--- config.mk ---
export PLATFORM = sky130hd
export DESIGN_NAME = tpu_reg_master
export DESIGN_NICKNAME = d
export VERILOG_FILES = /design/src/rtl/tpu_reg_master.sv
export SDC_FILE = /design/constraint.sdc
export NUM_CORES = 1
export LEC_CHECK = 0
export ABC_AREA = 1
export BUFFER_PORTS_ARGS = -buffer_cell sky130_fd_sc_hd__buf_2
export CORE_UTILIZATION = 51
export CTS_CLUSTER_DIAMETER = 50
export CTS_CLUSTER_SIZE = 12
export DETAILED_ROUTE_END_ITERATION = 8
export GPL_ROUTABILITY_DRIVEN = 0
export PLACE_DENSITY = 0.82
export SYNTH_ARGS = -nofsm -noshare
export SYNTH_HDL_FRONTEND = slang
export SYNTH_SLANG_ARGS = --single-unit
--- constraint.sdc ---
create_clock -name SYS_CLK -period 3.4 [get_ports SYS_CLK]
set_clock_uncertainty 0.2 [all_clocks]
set_input_delay 1.02 -clock SYS_CLK [delete_from_list [all_inputs] [get_ports SYS_CLK]]
set_output_delay 1.02 -clock SYS_CLK [all_outputs]
set_load 0.05 [all_outputs]
--- src/rtl/tpu_reg_master.sv ---
// Register-bus initiator for the TPU register file: host commands are buffered in a FIFO
// and executed one at a time; TPUINT rising edges are counted and optionally auto-cleared.
module tpu_reg_master #(
  parameter int          FIFO_DEPTH   = 4,
  parameter int          RD_LATENCY   = 1,
  parameter int          IRQ_AUTOCLR  = 1,
  parameter logic [7:0]  INTFLAG_ADDR = 8'h02,
  parameter logic [7:0]  INTCLR_VALUE = 8'h00
) (
  input  logic       SYS_CLK,
  input  logic       RST,
  input  logic       cmd_valid,
  output logic       cmd_ready,
  input  logic       cmd_write,
  input  logic [7:0] cmd_addr,
  input  logic [7:0] cmd_wdata,
  output logic       rsp_valid,
  output logic [7:0] rsp_data,
  output logic [7:0] bus_addr,
  output logic [7:0] bus_wdata,
  output logic       bus_we,
  input  logic [7:0] bus_rdata,
  input  logic       TPUINT,
  output logic [7:0] irq_count,
  output logic       busy
);

  localparam int AW = (FIFO_DEPTH > 1) ? $clog2(FIFO_DEPTH) : 1;
  localparam bit AUTOCLR = (IRQ_AUTOCLR != 0);

  typedef enum logic [1:0] {IDLE, WR, RD_WAIT, IRQ_CLR} state_t;

  typedef struct packed {
    logic       write;
    logic [7:0] addr;
    logic [7:0] wdata;
  } cmd_t;

  cmd_t          fifo [FIFO_DEPTH];
  cmd_t          head;
  logic [AW-1:0] wr_ptr, rd_ptr;
  logic [AW:0]   count, count_nxt;
  logic          push, pop, start_irq, to_idle, rise;
  logic          tpuint_q, irq_pending;
  logic [1:0]    wait_cnt;
  state_t        state;

  assign head      = fifo[rd_ptr];
  assign push      = cmd_valid && cmd_ready;
  assign rise      = TPUINT && !tpuint_q;
  // Interrupt service has priority over queued commands, but only from IDLE.
  assign start_irq = (state == IDLE) && irq_pending;
  assign pop       = (state == IDLE) && !irq_pending && (count != '0);
  assign count_nxt = count + (AW+1)'(push) - (AW+1)'(pop);
  assign to_idle   = ((state == IDLE) && !start_irq && !pop) || (state == WR) ||
                     (state == IRQ_CLR) || ((state == RD_WAIT) && (wait_cnt == 2'd0));

  always_ff @(posedge SYS_CLK) begin
    if (push) fifo[wr_ptr] <= '{write: cmd_write, addr: cmd_addr, wdata: cmd_wdata};
  end

  always_ff @(posedge SYS_CLK) begin
    if (RST) begin
      state       <= IDLE;
      wr_ptr      <= '0;
      rd_ptr      <= '0;
      count       <= '0;
      cmd_ready   <= 1'b1;
      rsp_valid   <= 1'b0;
      rsp_data    <= '0;
      bus_addr    <= '0;
      bus_wdata   <= '0;
      bus_we      <= 1'b0;
      irq_count   <= '0;
      busy        <= 1'b0;
      tpuint_q    <= 1'b0;
      irq_pending <= 1'b0;
      wait_cnt    <= '0;
    end else begin
      tpuint_q <= TPUINT;
      if (rise) irq_count <= irq_count + 8'd1;
      // A new edge beats the clear issued in the same cycle, so it gets its own service.
      if (rise && AUTOCLR) irq_pending <= 1'b1;
      else if (start_irq)  irq_pending <= 1'b0;

      if (push) wr_ptr <= wr_ptr + AW'(1);
      if (pop)  rd_ptr <= rd_ptr + AW'(1);
      count     <= count_nxt;
      cmd_ready <= (count_nxt != (AW+1)'(FIFO_DEPTH));
      busy      <= !to_idle || (count_nxt != '0);
      rsp_valid <= 1'b0;

      case (state)
        IDLE: begin
          if (start_irq) begin
            bus_addr  <= INTFLAG_ADDR;
            bus_wdata <= INTCLR_VALUE;
            bus_we    <= 1'b1;
            state     <= IRQ_CLR;
          end else if (pop) begin
            bus_addr <= head.addr;
            if (head.write) begin
              bus_wdata <= head.wdata;
              bus_we    <= 1'b1;
              state     <= WR;
            end else begin
              bus_we   <= 1'b0;
              wait_cnt <= 2'(RD_LATENCY);
              state    <= RD_WAIT;
            end
          end else begin
            bus_we <= 1'b0;
          end
        end
        WR, IRQ_CLR: begin
          bus_we <= 1'b0;
          state  <= IDLE;
        end
        RD_WAIT: begin
          if (wait_cnt == 2'd0) begin
            rsp_data  <= bus_rdata;
            rsp_valid <= 1'b1;
            state     <= IDLE;
          end else begin
            wait_cnt <= wait_cnt - 2'd1;
          end
        end
        default: state <= IDLE;
      endcase
    end
  end

endmodule

==> flow_metrics.env <==
export IMPL_io_pins=65
export IMPL_fill_cells=650
export IMPL_critPathCaptureType="register"
export IMPL_grt_util_all_layers=0.226
export IMPL_avgViaCountPerCell=5.25
export IMPL_postCtsSetupBuffers=0
export IMPL_num_rows=34
export IMPL_hold_violations=0
export IMPL_criticalPathCategory="register to register"
export IMPL_tightestPinTransition_ns=0.781
export IMPL_yosysSeqAreaShare=0.645
export IMPL_drt_iter0_markers=222
export IMPL_globalRouteOverflowTotal=0
export IMPL_cts_made_buffers=17
export IMPL_synth_edf_count=68
export IMPL_irDropWorstVdd_mv=0.465
export IMPL_min_delay_start="rd_ptr[1]$_SDFFE_PP0P_"
export IMPL_cp_buffers_inverters=3
export IMPL_status="finished, violations left"
export IMPL_start_util=0.536
export IMPL_worst_path_max_fanout=10
export IMPL_wirelength_um=10100
export IMPL_critPathLaunchType="register"
export IMPL_grt_pass1_vias=3492
export IMPL_synthToLayoutAreaGrowth_pct=21.3
export IMPL_root_buffer="clkbuf_8"
export IMPL_cts_sinks=119
export IMPL_dieArea_um2=9700
export IMPL_finalSetupViolCount=0
export IMPL_ctsResizeCount=0
export IMPL_final_setup_tns_ns=0
export IMPL_crit_family="simple AND/OR/NAND/NOR gates"
export IMPL_core_area_um2=8850
export IMPL_hold_path_class="register to register"
export IMPL_crit_path_frequent_cell="nand2_1"
export IMPL_violations="DRC"
export IMPL_yosysWarnings=0
export IMPL_max_freq_mhz=374
export IMPL_dp_final_hpwl_um=5980
export IMPL_clk_pin_slew_ns=0.06
export IMPL_reg2regPathDepth=14
export IMPL_seq_area_um2=3060
export IMPL_path_cells="inv_2, nand2_2, nor2_1, nand2_1, clkinv_1, nand2_1, nand2_1, ha_1, fa_1, xnor2_1, xor2_1, inv_1, nor2_1, nand2_1"
export IMPL_final_layout_size_suffix_gt1_frac=0.245
export IMPL_syn_inst=456
export IMPL_cts_htree_levels=4
export IMPL_multi_input_area_um2=1440
export IMPL_ys_ff_latch=119
export IMPL_antenna_found_initial=0
export IMPL_timing_rr_end="cmd_ready$_SDFF_PP1_"
export IMPL_maxSlewHeadroom=0.478
export IMPL_synth_distinct_cells=35
export IMPL_max_cap_viol_count=0
export IMPL_p_leak_nw=2.36
export IMPL_r2r_slack_ns=0.73
export IMPL_firstDrtPassIters=6
export IMPL_clk_latency_ns=0.51
export IMPL_reg2reg_from="state[0]$_SDFFE_PP0P_"
export IMPL_cts_tree="yes"
export IMPL_syn_avg_cell_area_um2=10.4
export IMPL_synth_fp_nets=493
export IMPL_power_density_nw_per_um2=1010
export IMPL_layout_nets=567
export IMPL_numPortBuffers=64
export IMPL_synth_area_um2=4750
export IMPL_async_reset_ff_frac=0
export IMPL_slowest_delay_ns=0.38
export IMPL_die_y_um=98.5
export IMPL_grt_pass1_wl_um=16500
export IMPL_ys_flop_type="edfxtp_1"
export IMPL_total_power_mw=5.79
export IMPL_slowest_stage="fa_1"
export IMPL_min_path_cells=2
export IMPL_grt_setup_unrepaired="false"
export IMPL_drv_slew=0
export IMPL_cp_arrival_ns=2.87
export IMPL_wl_per_cell_um=15.5
export IMPL_grt_max_degree=35
export IMPL_period_needed_ns=2.67
export IMPL_fin_crit_sh=0.787
export IMPL_num_antenna_cells=0
export IMPL_required_ns=3.59
export IMPL_vias=3421
export IMPL_clockBufferDepth=2
export IMPL_dieWidth_um=98.5
export IMPL_drc=9
export IMPL_cts_hold_buf=0
export IMPL_antenna_left=0
==> logic make-up (layout without fill, tap and decap cells) <==
| logic type | count (synthesis) | in the layout | share of synthesized area |
|---|---|---|---|
| flops | 119 | 119 | 0.645 |
| xor+xnor | 2 | 2 | 0.00369 |
| fa+ha+maj | 8 | 8 | 0.0227 |
| compound gates | 86 | 86 | 0.100 |
| simple gates | 189 | 189 | 0.177 |
| buf+inv | 52 | 139 | 0.0506 |
==> synth_stat cells (3+ instances only) <==
cell	count	area share
a21oi_1	20	0.021
o22ai_1	7	0.0092
dfxtp_1	51	0.22
nand2_1	56	0.044
buf_2	5	0.0053
inv_2	4	0.0032
nand2_4	4	0.0095
o21ai_0	40	0.042
buf_4	3	0.0047
a21oi_2	8	0.015
o21ai_1	8	0.0084
clkbuf_1	3	0.0024
ha_1	7	0.018
nor2_1	98	0.078
edfxtp_1	68	0.43
inv_1	29	0.023
nand2_2	10	0.013
buf_6	3	0.0071
nand3_1	13	0.014
==> routing by layer <==
metal	track usage	vias to the layer above	share of wire
li1	-	1677	-
met1	0.253	1599	0.41
met2	0.406	133	0.52
met3	0.0596	12	0.060
met4	0.101	0	0.013
met5	0	-	0
==> layout make-up <==
type	instances	area share
Timing Repair Buffer	71	0.0648
Tap cell	108	0.0235
Clock inverter	10	0.0263
Multi-Input combinational cell	285	0.251
Clock buffer	22	0.0787
Inverter	36	0.0239
Sequential cell	119	0.532
==> cells in the final DEF, fill, tap and decap left out, types with 7 or more instances in the layout <==
master and count:
a21oi_1 20, a21oi_2 8, buf_2 64, buf_4 7, clkbuf_16 16, dfxtp_1 51, edfxtp_1 68, ha_1 7
inv_1 29, nand2_1 56, nand2_2 10, nand3_1 13, nor2_1 98, o21ai_0 40, o21ai_1 8, o22ai_1 7
==> worst max path at each step <==
stage                           endpoint  cells past startpoint  slack (ns)                  start
floorplan           cmd_ready$_SDFF_PP1_                     10        0.64              cmd_valid
global placement    cmd_ready$_SDFF_PP1_                     11        0.51              cmd_valid
detailed placement  cmd_ready$_SDFF_PP1_                     11        0.44              cmd_valid
CTS                 cmd_ready$_SDFF_PP1_                     14        0.72  state[0]$_SDFFE_PP0P_
global route        cmd_ready$_SDFF_PP1_                     14        0.45  state[0]$_SDFFE_PP0P_
finish              cmd_ready$_SDFF_PP1_                     14        0.73  state[0]$_SDFFE_PP0P_
==> where the power goes <==
part | internal (mW) | leakage (nW) | switching (mW)
clock network | 1.22 | 0.296 | 0.590
registers | 1.84 | 1.04 | 0.162
logic | 0.526 | 1.02 | 1.45
==> worst min-delay path, delay by kind of cell (launching register included) <==
family / cells / cell delay (ns)
AO/OA/AOI/OAI: 1 / 0.06
flip-flops: 1 / 0.31
buffers and inverters: 1 / 0.05
==> registers in the layout (all words and copies together), names as in the netlist, named ones only <==
signal       cells
wr_ptr           2
bus_wdata        8
wait_cnt         2
bus_addr         8
busy             1
bus_we           1
tpuint_q         1
irq_pending      1
state            2
rsp_valid        1
fifo            68
count            3
cmd_ready        1
rsp_data         8
rd_ptr           2
irq_count        8
==> through the flow <==
stage / area, um2 / hold slack, ns / instances / setup WS, ns / utilization
2_1_floorplan: 4750 / 0.233 / 456 / 0.643 / -
3_3_place_gp: 5150 / 0.239 / 619 / 0.506 / 0.582
3_5_place_dp: 5150 / 0.259 / 619 / 0.438 / 0.582
4_1_cts: 5760 / 0.261 / 651 / 0.721 / 0.650
5_1_grt: 5760 / 0.284 / 651 / 0.449 / 0.650
6_report: 5760 / 0.258 / 651 / 0.725 / 0.650
Power figures use the tool's default switching activity.
